### src/rtl/control_word_sequencer_if.sv
// ============================================================================
// control_word_sequencer_if : controlWord/nextState handshake between decoders
//                             and the control word sequencer
// Revision: 1.0
// ============================================================================
`default_nettype none

interface control_word_sequencer_if;
    logic        cw_valid;
    logic        cw_ready;
    logic [28:0] controlWord;
    logic [1:0]  nextState;

    modport master (output cw_valid, output controlWord, output nextState, input  cw_ready);
    modport slave  (input  cw_valid, input  controlWord, input  nextState, output cw_ready);
endinterface

`default_nettype wire

### src/rtl/control_word_sequencer.sv
// ============================================================================
// control_word_sequencer : latches decoder control words, holds the instruction
//                          state register and stalls RAM words until mem_ready
// Revision: 1.0
// ============================================================================
`default_nettype none

module control_word_sequencer #(
    parameter int MEM_TIMEOUT = 16
) (
    input  wire                              clock,
    input  wire                              reset,
    control_word_sequencer_if.slave          cw,
    input  wire                              mem_ready,
    output logic [1:0]                       state,
    output logic [1:0]                       Psel,
    output logic [4:0]                       DA,
    output logic [4:0]                       SA,
    output logic [4:0]                       SB,
    output logic [4:0]                       Fsel,
    output logic                             regW,
    output logic                             ramW,
    output logic [1:0]                       Dsel,
    output logic                             Bsel,
    output logic                             PCsel,
    output logic                             SL,
    output logic                             retire,
    output logic                             mem_error
);

    typedef enum logic [0:0] {
        S_EXEC     = 1'b0,
        S_WAIT_MEM = 1'b1
    } fsm_t;

    localparam logic [7:0] c_TIMEOUT_LAST = 8'(MEM_TIMEOUT - 1);

    fsm_t        fsm_q;
    logic [28:0] fld_q;
    logic [1:0]  state_q;
    logic [7:0]  cnt_q;
    logic        regw_q;
    logic        ramw_q;
    logic        retire_q;
    logic        err_q;

    logic        w_accept;
    logic        w_is_mem;

    assign cw.cw_ready = (fsm_q == S_EXEC);
    assign w_accept    = cw.cw_valid && (fsm_q == S_EXEC);
    // A word touches RAM when it writes memory or selects RAM onto the data bus.
    assign w_is_mem    = cw.controlWord[5] || (cw.controlWord[4:3] == 2'b10);

    always_ff @(posedge clock) begin
        if (reset) begin
            fsm_q    <= S_EXEC;
            fld_q    <= '0;
            state_q  <= 2'b00;
            cnt_q    <= '0;
            regw_q   <= 1'b0;
            ramw_q   <= 1'b0;
            retire_q <= 1'b0;
            err_q    <= 1'b0;
        end else begin
            regw_q   <= 1'b0;
            ramw_q   <= 1'b0;
            retire_q <= 1'b0;
            case (fsm_q)
                S_EXEC: begin
                    if (w_accept) begin
                        fld_q   <= cw.controlWord;
                        state_q <= cw.nextState;
                        if (w_is_mem) begin
                            fsm_q  <= S_WAIT_MEM;
                            cnt_q  <= '0;
                            ramw_q <= cw.controlWord[5];
                        end else begin
                            regw_q   <= cw.controlWord[6];
                            ramw_q   <= cw.controlWord[5];
                            retire_q <= (cw.nextState == 2'b00);
                        end
                    end
                end
                S_WAIT_MEM: begin
                    if (mem_ready) begin
                        regw_q   <= fld_q[6];
                        ramw_q   <= fld_q[5];
                        retire_q <= (state_q == 2'b00);
                        fsm_q    <= S_EXEC;
                    end else if (cnt_q == c_TIMEOUT_LAST) begin
                        // Abort: drop the access and restart the decoder from state 00.
                        err_q   <= 1'b1;
                        state_q <= 2'b00;
                        fsm_q   <= S_EXEC;
                    end else begin
                        cnt_q  <= cnt_q + 8'd1;
                        ramw_q <= fld_q[5];
                    end
                end
                default: fsm_q <= S_EXEC;
            endcase
        end
    end

    assign state     = state_q;
    assign Psel      = fld_q[28:27];
    assign DA        = fld_q[26:22];
    assign SA        = fld_q[21:17];
    assign SB        = fld_q[16:12];
    assign Fsel      = fld_q[11:7];
    assign regW      = regw_q;
    assign ramW      = ramw_q;
    assign Dsel      = fld_q[4:3];
    assign Bsel      = fld_q[2];
    assign PCsel     = fld_q[1];
    assign SL        = fld_q[0];
    assign retire    = retire_q;
    assign mem_error = err_q;

endmodule

`default_nettype wire

### src/flat_wrapper.sv
// flat-port wrapper written by rule: the top's interface ports become plain ports
module control_word_sequencer_flat 
#(
    parameter int MEM_TIMEOUT = 16
)
  (clock, reset, mem_ready, state, Psel, DA, SA, SB, Fsel, regW, ramW, Dsel, Bsel, PCsel, SL, retire, mem_error, cw_cw_valid, cw_controlWord, cw_nextState, cw_cw_ready);
  control_word_sequencer_if cw_i ();
  input  wire clock;
  input  wire reset;
  input  wire mem_ready;
  output logic [1:0] state;
  output logic [1:0] Psel;
  output logic [4:0] DA;
  output logic [4:0] SA;
  output logic [4:0] SB;
  output logic [4:0] Fsel;
  output logic regW;
  output logic ramW;
  output logic [1:0] Dsel;
  output logic Bsel;
  output logic PCsel;
  output logic SL;
  output logic retire;
  output logic mem_error;
  input wire logic [$bits(cw_i.cw_valid)-1:0] cw_cw_valid;
  input wire logic [$bits(cw_i.controlWord)-1:0] cw_controlWord;
  input wire logic [$bits(cw_i.nextState)-1:0] cw_nextState;
  output wire logic [$bits(cw_i.cw_ready)-1:0] cw_cw_ready;
  assign cw_i.cw_valid = cw_cw_valid;
  assign cw_i.controlWord = cw_controlWord;
  assign cw_i.nextState = cw_nextState;
  assign cw_cw_ready = cw_i.cw_ready;
  control_word_sequencer #(.MEM_TIMEOUT(MEM_TIMEOUT)) u_core (.clock(clock), .reset(reset), .cw(cw_i), .mem_ready(mem_ready), .state(state), .Psel(Psel), .DA(DA), .SA(SA), .SB(SB), .Fsel(Fsel), .regW(regW), .ramW(ramW), .Dsel(Dsel), .Bsel(Bsel), .PCsel(PCsel), .SL(SL), .retire(retire), .mem_error(mem_error));
endmodule
### config.mk
export PLATFORM = sky130hd
export DESIGN_NAME = control_word_sequencer_flat
export DESIGN_NICKNAME = d
export VERILOG_FILES = /design/src/rtl/control_word_sequencer_if.sv /design/src/rtl/control_word_sequencer.sv /design/src/flat_wrapper.sv
export SDC_FILE = /design/constraint.sdc
export NUM_CORES = 1
export LEC_CHECK = 0
export CAP_MARGIN = 20
export CORE_UTILIZATION = 40
export DETAILED_ROUTE_END_ITERATION = 12
export PLACE_DENSITY = 0.77
export SLEW_MARGIN = 20
export SYNTH_ARGS = -nofsm -noshare
export SYNTH_HDL_FRONTEND = slang
export SYNTH_SLANG_ARGS = --single-unit
export TNS_END_PERCENT = 10
### constraint.sdc
create_clock -name clock -period 1.6 [get_ports clock]
set_input_delay 0.48 -clock clock [delete_from_list [all_inputs] [get_ports clock]]
set_output_delay 0.48 -clock clock [all_outputs]
set_load 0.03 [all_outputs]
After elaboration in Yosys (flattened, before gate mapping)
Cells that the tools add are included.
Word-level totals
  register bits: 44
  latch bits: 0
  RAM bits: 0
  bits in read-only memories: 0
  logic and storage cells: 52
  memories kept: 0
Operators by class
  add/subtract/negate cells: 1
  multiply operators: 0
  div/mod/pow operators: 0
  $lt $le $gt $ge: 0
  equal/unequal tests: 7
  shifts and indexed selects: 0
  muxes and demuxes: 26
  bitwise operators: 2
  reductions and logical operators: 8
Operators by type and width (number)
  8-bit two-way mux: 4
  8-bit case mux with 2 select lines: 1
  1-bit two-way mux: 13
  8-bit by 1-bit adder with 8-bit output, second input constant: 1
  8-bit by 4-bit equality test with 1-bit output, second input constant: 1
  1-bit case mux with 2 select lines: 4
  2-bit two-way mux: 3
  2-bit inequality test, second input constant: 3
  3-bit AND reduction: 2
  2-bit logical NOT: 2
  2-bit by 1-bit inequality test with 1-bit output, second input constant: 2
  2-bit case mux with 2 select lines: 1
  4-bit AND reduction: 1
  2-bit equality test, second input constant: 1
  1-bit NOT: 2
  2-bit AND reduction: 1
  1-bit logical AND: 1
  1-bit logical OR: 1

Depth between registers and ports, before layout
  word-level depth: 5
  depth in mapped cells: 6
  gate-level depth less buffers: 5

Least setup slack after synthesis
Ideal clock, no wire load.
  path kind: register to register
  start point: reg u_core.cnt_q[0]
  end point: reg u_core.cnt_q[5]
  setup time: 0.095 ns
  arrival time: 1.544 ns
  required time: 1.505 ns
  setup slack: -0.040 ns
  stages on the path, launching flop included: 7
  buffers on the path: 1
  clock period less this slack: 1.640 ns
  path through: dfxtp_1 ha_1 and3_4 buf_6 a21o_4 or4_1 o311ai_1
On the way
  word-level cells in the longest chain between the ends: 4
Ends and longest elaborated chain
  start: declaration: RTL line control_word_sequencer.sv:41  | logic [7:0] cnt_q;
  start signal: assignment: RTL line control_word_sequencer.sv:97  | cnt_q <= cnt_q + 8'd1;
  8-bit by 1-bit adder with 8-bit output: RTL line control_word_sequencer.sv:97
  8-bit two-way mux: RTL line control_word_sequencer.sv:91  | end else if (cnt_q == c_TIMEOUT_LAST) begin
  8-bit two-way mux: RTL line control_word_sequencer.sv:86  | if (mem_ready) begin
  8-bit case mux with 2 select lines: RTL line control_word_sequencer.sv:69  | case (fsm_q)
Parallel ways exist; a longest one is shown, timed or not. The select of a mux whose other input is x is not followed.
A chain may end at the register's enable or synchronous reset.

Worst setup path after layout
  start point: reg u_core.state_q[1] (netlist: u_core.state[1])
  end point: out state[1]
RTL lines
  start: declaration: RTL line control_word_sequencer.sv:40  | logic [1:0] state_q;
  start signal: assignment: RTL line control_word_sequencer.sv:73  | state_q <= cw.nextState;
  end: declaration: RTL line flat_wrapper.sv:11  | output logic [1:0] state;
No word-level cell between the ends.

==> reports/qor.txt <==
GRT Overall Usage = 0.179
fraction of post-synthesis cell area in the top cell type by area = 0.462
overall power consumption = 2.54 mW
CTS buffer count = 5
DP Wirelength = 3020 um
Multi-input gate area = 800 um2
initial antenna violation count = 0
post-synthesis sequential area ratio = 0.462
cell type group with the largest total delay on the critical path = buffers and inverters
post-synthesis share of cell area spent on xor and xnor gates = 0
unrepaired setup endpoints after global routing = false
Crit Path Max Fanout = 3
Worst Skew = 0.00302 ns
path class of the lowest-slack min-delay path = flip-flop to flip-flop
sort of element at the end of the critical path = output port
fin. max-slew vios = 0
Final Instance Area = 2670 um2
Max-Cap Viols = 0
Gate Count Post-Synth = 238
routability-driven placement congestion ratio = 0.867
area inside the core boundary = 4470 um2
cell type contributing the most total cell area after synthesis = sky130_fd_sc_hd__dfxtp_1
Total Die Area = 5050 um2
critical path cell sequence = dlygate4sd2_1
clock tree from TritonCTS = yes
mux contribution to synthesized area = 0
Final period util = 0.968
number of buffers between clock root and the deepest sink = 2
nets in the synthesized netlist = 274
Die Height = 71.1 um
Site Rows = 24
adder-cell share of the synthesized area = 0.00656
Worst Path Arrival = 1.07 ns
Register Area = 882 um2
CTS Root Cell = sky130_fd_sc_hd__clkbuf_8
count of distinct cell types in the synthesized netlist = 28
vias post-DR = 1752
maximum single-stage delay on the critical path = 0.41 ns
Hold WS = 0.451 ns
wire length of the first global-routing pass = 7180 um
clock latency of the later-clocked register in the worst-skew pair = 0.29 ns
Reg clk slew, reported paths = 0.08 ns
count of state elements after synthesis = 44
Fmax achieved = 646 MHz
worst max-slew margin expressed relative to the limit = 0.786
grt ovf = 0
Pwr per Cell Area = 951 nW/um2
Avg WL per Cell = 12.5 um
antenna-violating nets left = 0
diode insertion count for antenna repair = 0
fraction of layout instances using a drive strength above 1 = 0.129
top-level I/O count = 69
final-layout setup total negative slack = 0 ns
kind of start point of the critical path = flip-flop
slew of the pin with the lowest slew margin = 0.322 ns
Layout area overhead = 40.0%
initial cell density of the core = 0.426
required time of the worst setup path = 1.12 ns
number of vias per cell after detailed routing = 5.05
number of warnings issued by yosys = 0
setup-violating endpoint count in the final report = 0
cell types with the largest area share after synthesis = sky130_fd_sc_hd__dfxtp_1, sky130_fd_sc_hd__nand2_1, sky130_fd_sc_hd__a21oi_1, sky130_fd_sc_hd__buf_4, sky130_fd_sc_hd__nand3_1
post-synthesis average cell area = 8.02 um2
number of optimization iterations in the first detailed-route pass = 8
cell area after placement = 2550 um2
cell with the largest stage delay on the worst path = sky130_fd_sc_hd__dlygate4sd2_1
horizontal die dimension = 71.1 um
violations in the final reports = design-rule violations
H-tree lvl count = 2
hold-fix buffers at CTS = 0
type of the worst setup path = flip-flop to output port
buffering stage count on the worst path with inverters included = 1
maximum number of pins on one net before global-route repair = 33
Port Buf Inserts = 68
Netlist Area Pre-Place = 1910 um2
DRC marker count from the first detailed-route iteration = 78
DRC Markers = 4
Lkg Pwr = 1.14 nW
hold violation total from the final report = 0
post-layout net count = 330
worst IR drop on VDD = 0.000585 V
sinks on the clock net = 44
filler cell count in the final layout = 424
run status = complete, but fails checks
fin crit period = 1.55 ns
simple logic cell fraction of the synthesized area = 0.244
compound-cell area share of the yosys netlist = 0.154
Routed WL = 4340 um
dominant combinational cell family by area after synthesis = simple AND/OR/NAND/NOR gates
via count of the first global-routing pass = 1634
[layer usage]
layer,share of wire,global-route usage,routed length (um)
met1,0.42,0.199,1830
met5,0,0,0
met2,0.48,0.321,2090
met3,0.075,0.0527,324
met4,0.020,0.0711,88
[cells in the final DEF, fill, tap and decap left out, types with 3 or more instances in the layout]
cell and count:
sky130_fd_sc_hd__dlygate4sd2_1 33, sky130_fd_sc_hd__buf_4 18, sky130_fd_sc_hd__a21oi_1 41, sky130_fd_sc_hd__nand4b_1 3
sky130_fd_sc_hd__nor2_1 5, sky130_fd_sc_hd__dfxtp_1 43, sky130_fd_sc_hd__nand3_1 11, sky130_fd_sc_hd__nand2b_1 4
sky130_fd_sc_hd__clkdlybuf4s50_1 32, sky130_fd_sc_hd__inv_1 4, sky130_fd_sc_hd__clkbuf_8 7, sky130_fd_sc_hd__nand2_1 64
[cell type report]
class / instances / share of cell area
Sequential cell: 44 / 0.330
Multi-Input combinational cell: 152 / 0.299
Timing Repair Buffer: 87 / 0.293
Clock buffer: 7 / 0.0361
Tap cell: 52 / 0.0244
Clock inverter: 1 / 0.0112
Inverter: 4 / 0.00562
[cells by family (layout without fill, tap and decap cells)]
logic type	Yosys count	after routing
AND/OR/NAND/NOR	100	100
AO/OA/AOI/OAI	51	51
flip-flops	44	44
buffers and inverters	42	99
adder cells (fa/ha/maj)	1	1
[flip-flops by register name (all words and copies together), names as in the netlist]
name and count:
u_core.fld_q 29, u_core.cnt_q 8, u_core.state 2, u_core.fsm_q 1
u_core.mem_error 1, u_core.ramW 1, u_core.regW 1, u_core.retire 1
[metrics by stage]
| step | cells | setup WS (ns) | util |
|---|---|---|---|
| after floorplan | 238 | 0.000578 | - |
| after global placement | 338 | -0.272 | 0.570 |
| after detailed placement | 338 | -0.307 | 0.570 |
| after CTS | 346 | 0.00614 | 0.589 |
| after global routing | 347 | 0.0124 | 0.597 |
| final | 347 | 0.0510 | 0.597 |
[synth_stat cells (all sizes together)]
cell type / number
o21ai: 1
or4: 2
nand4b: 3
and2: 1
and3: 2
o211ai: 1
a21oi: 41
a21o: 1
nand2b: 5
nor3: 1
nor2: 5
nand4: 1
a32oi: 1
a311oi: 3
nor4: 1
nand3: 11
clkbuf: 11
inv: 4
o311ai: 3
dfxtp: 44
buf: 27
ha: 1
nor2b: 3
nand2: 65
[timing repair]
action                                  CTS  global route
endpoints found under the hold margin     0             0
endpoints found under the setup margin   34             9
gates resized for setup                  34             8
buffers inserted                          0             1
pin swaps                                 0             1
[path summary, 6_finish.rpt]
check	start	to	slack (ns)	cells after the start
max	u_core.state[1]$_SDFFE_PP0P_	state[1]	0.05	1
min	u_core.fld_q[15]$_SDFFE_PP0P_	u_core.fld_q[15]$_SDFFE_PP0P_	0.45	2
max reg2reg	u_core.cnt_q[1]$_SDFFE_PP0P_	u_core.cnt_q[5]$_SDFFE_PP0P_	0.10	5
min reg2reg	u_core.fld_q[15]$_SDFFE_PP0P_	u_core.fld_q[15]$_SDFFE_PP0P_	0.45	2
[power breakdown]
group / switching (mW) / internal, mW / leakage [nW]
clock: 0.380 / 0.551 / 0.0645
sequential: 0.0231 / 1.15 / 0.361
combinational: 0.249 / 0.191 / 0.718
Note: power is estimated with default switching activity, not from simulation.
==> edit, RTL diff (same flow settings) <==
Put one more register stage on the output `mem_error`, with the module's reset. The value now appears one clock later. The other outputs are not delayed to match.
--- a/src/rtl/control_word_sequencer.sv
+++ b/src/rtl/control_word_sequencer.sv
@@ -117,5 +117,11 @@
     assign SL        = fld_q[0];
     assign retire    = retire_q;
-    assign mem_error = err_q;
+    always_ff @(posedge clock) begin
+        if (reset) begin
+            mem_error <= '0;
+        end else begin
+            mem_error <= err_q;
+        end
+    end
 
 endmodule
Formal check against the unedited RTL: no difference found for any inputs over 10 cycles, from zero or initial values and one cycle with reset high; that may be too few to reach the edited logic, so the function may still have changed.
==> edit against the unedited design <==
  * The run ends with negative setup slack left
  * Critical path type is now flop to flop
  * Final area increased by 3.0%
  * Die area grew 3.5%
  * Global-route usage shrank 1.2 points
  * Setup slack lost 0.058 ns
  * Highest routed layer unchanged
  * Largest cell class unchanged
  * Total power is 0.94% lower
  * Area after synthesis rose by 3.6%
  * Critical path depth increased by 4
  * Sequential cell count increased by 1
  * Wire length rose by 0.44%
==> edit: results (changes against the unedited design) <==
Clock network
  – Clock Tree Root: clkbuf_8 (unchanged)
  – H-tree levels: 2 (unchanged)
  – Max Buffers Root-to-Sink: 2 (unchanged)
  – Post-CTS Resized: 36 (was 34)

Route
  – Routed WL per cell: 11.9 um (was 12.5 um)
  – DR vias/cell: 4.84 (was 5.05)
  – Router iterations before antenna repair: 4 (was 8)
  – DR iter-0 viols: 71 (was 78)

Power and ir drop
  – P_clk: 0.000874 W (was 0.000931 W)
  – PwrDens: 915 mW/mm^2 (was 951 mW/mm^2)
  – Sequential Power Share: 0.475 (was 0.461)
  – Worst vdd ir: 0.517 mV (was 0.585 mV)
  – Net Sw Power: 0.000641 W (was 0.000651 W)
  – Leak pwr: 1.17 nW (was 1.14 nW)

STA
  – Final worst slack: -0.00728 ns (was 0.0510 ns)
  – Relative slew slack: 0.774 (was 0.786)
  – Clk_skew: 0.00539 ns (was 0.00302 ns)
  – Final Setup Violations: 3 (was 0)
  – Final hold slack: 0.443 ns (was 0.451 ns)

Synth
  – Top post-synthesis cells by count: nand2_1 (63), dfxtp_1 (45), a21oi_1 (40) (was nand2_1 (65), dfxtp_1 (44), a21oi_1 (41))
  – Largest cells by area after synthesis: dfxtp_1 (46%), nand2_1 (12%), a21oi_1 (10%) (was dfxtp_1 (46%), nand2_1 (13%), a21oi_1 (11%))
  – Compound-Gate Fraction of Synth Area: 0.170 (was 0.154)
  – Sequential area share after synthesis: 0.456 (was 0.462)
  – Synth async-reset ratio: 0 (unchanged)
  – Mapped Cells: 238 (unchanged)
  – Area share of fa/ha/maj cells after synthesis: 0.00633 (was 0.00656)
  – Synth cell types: 33 (was 28)

GRT
  – Largest net degree at the start of global routing: 34 (was 33)
  – First-pass GRT wire length: 6900 um (was 7180 um)
  – Vias in the first global route: 1575 (was 1634)
  – Gr usage total: 0.167 (was 0.179)

Placement
  – Post-placement cell count: 358 (was 338)
  – Pre-CTS setup slack: -0.391 ns (was -0.307 ns)
  – DPL Wire Length: 3100 um (was 3020 um)
  – Routability congestion estimate: 0.852 (was 0.867)

Cells and area
  – Nets: 335 (was 330)
  – Fillers: 465 (was 424)
  – Layout cell share with drive strength beyond 1: 0.147 (was 0.129)
  – Final non-filler cell total: 367 (was 347)

Worst setup path
  – CP max-delay cell: or4_4 (was dlygate4sd2_1)
  – Critical Path AT: 1.81 ns (was 1.07 ns)
  – Worst r2r path cells: 5 (unchanged)
  – CP startpoint: u_core.cnt_q[4] (was u_core.state[1])
  – CP endpoint: u_core.cnt_q[2] (was state[1])
  – Crit Path Max Fanout: 5 (was 3)
  – CP max stage delay: 0.56 ns (was 0.41 ns)
  – Cell family with most CP delay: simple AND/OR/NAND/NOR gates (was buffers and inverters)

Min path
  – Hold EP: u_core.mem_error (was u_core.fld_q[15])
  – Hold path startpoint: u_core.err_q (was u_core.fld_q[15])

Status
  – Status: finished, violations left (unchanged)
  – Failing checks: negative setup slack (was design-rule violations)

Floorplanning
  – Starting density of the core: 0.416 (was 0.426)
==> edit: per-layer routing <==
layer | vias up | share of wire | wire, um | track usage
li1 | 904 | - | - | -
met1 | 806 | 0.45 | 1970 | 0.207
met2 | 59 | 0.47 | 2030 | 0.279
met3 | 6 | 0.068 | 298 | 0.0389
met4 | 0 | 0.014 | 59 | 0.0697
met5 | - | 0 | 0 | 0
==> edit: metrics by stage <==
step / TNS, ns / area (sq um)
2_1_floorplan: 0 / 1980
3_3_place_gp: -6.05 / 2660
3_5_place_dp: -6.89 / 2660
4_1_cts: -0.00307 / 2740
5_1_grt: -0.194 / 2750
6_report: -0.0137 / 2750
==> edit: layout make-up <==
cell class                 count  area, sq um  area share
clock buffer                   7         86.3      0.0314
clock inverter                 1         30.0      0.0109
inverter                       4         15.0     0.00546
multi-input combinational    152          820       0.298
sequential                    45          902       0.328
tap                           67         83.8      0.0305
timing repair buffer          91          813       0.296
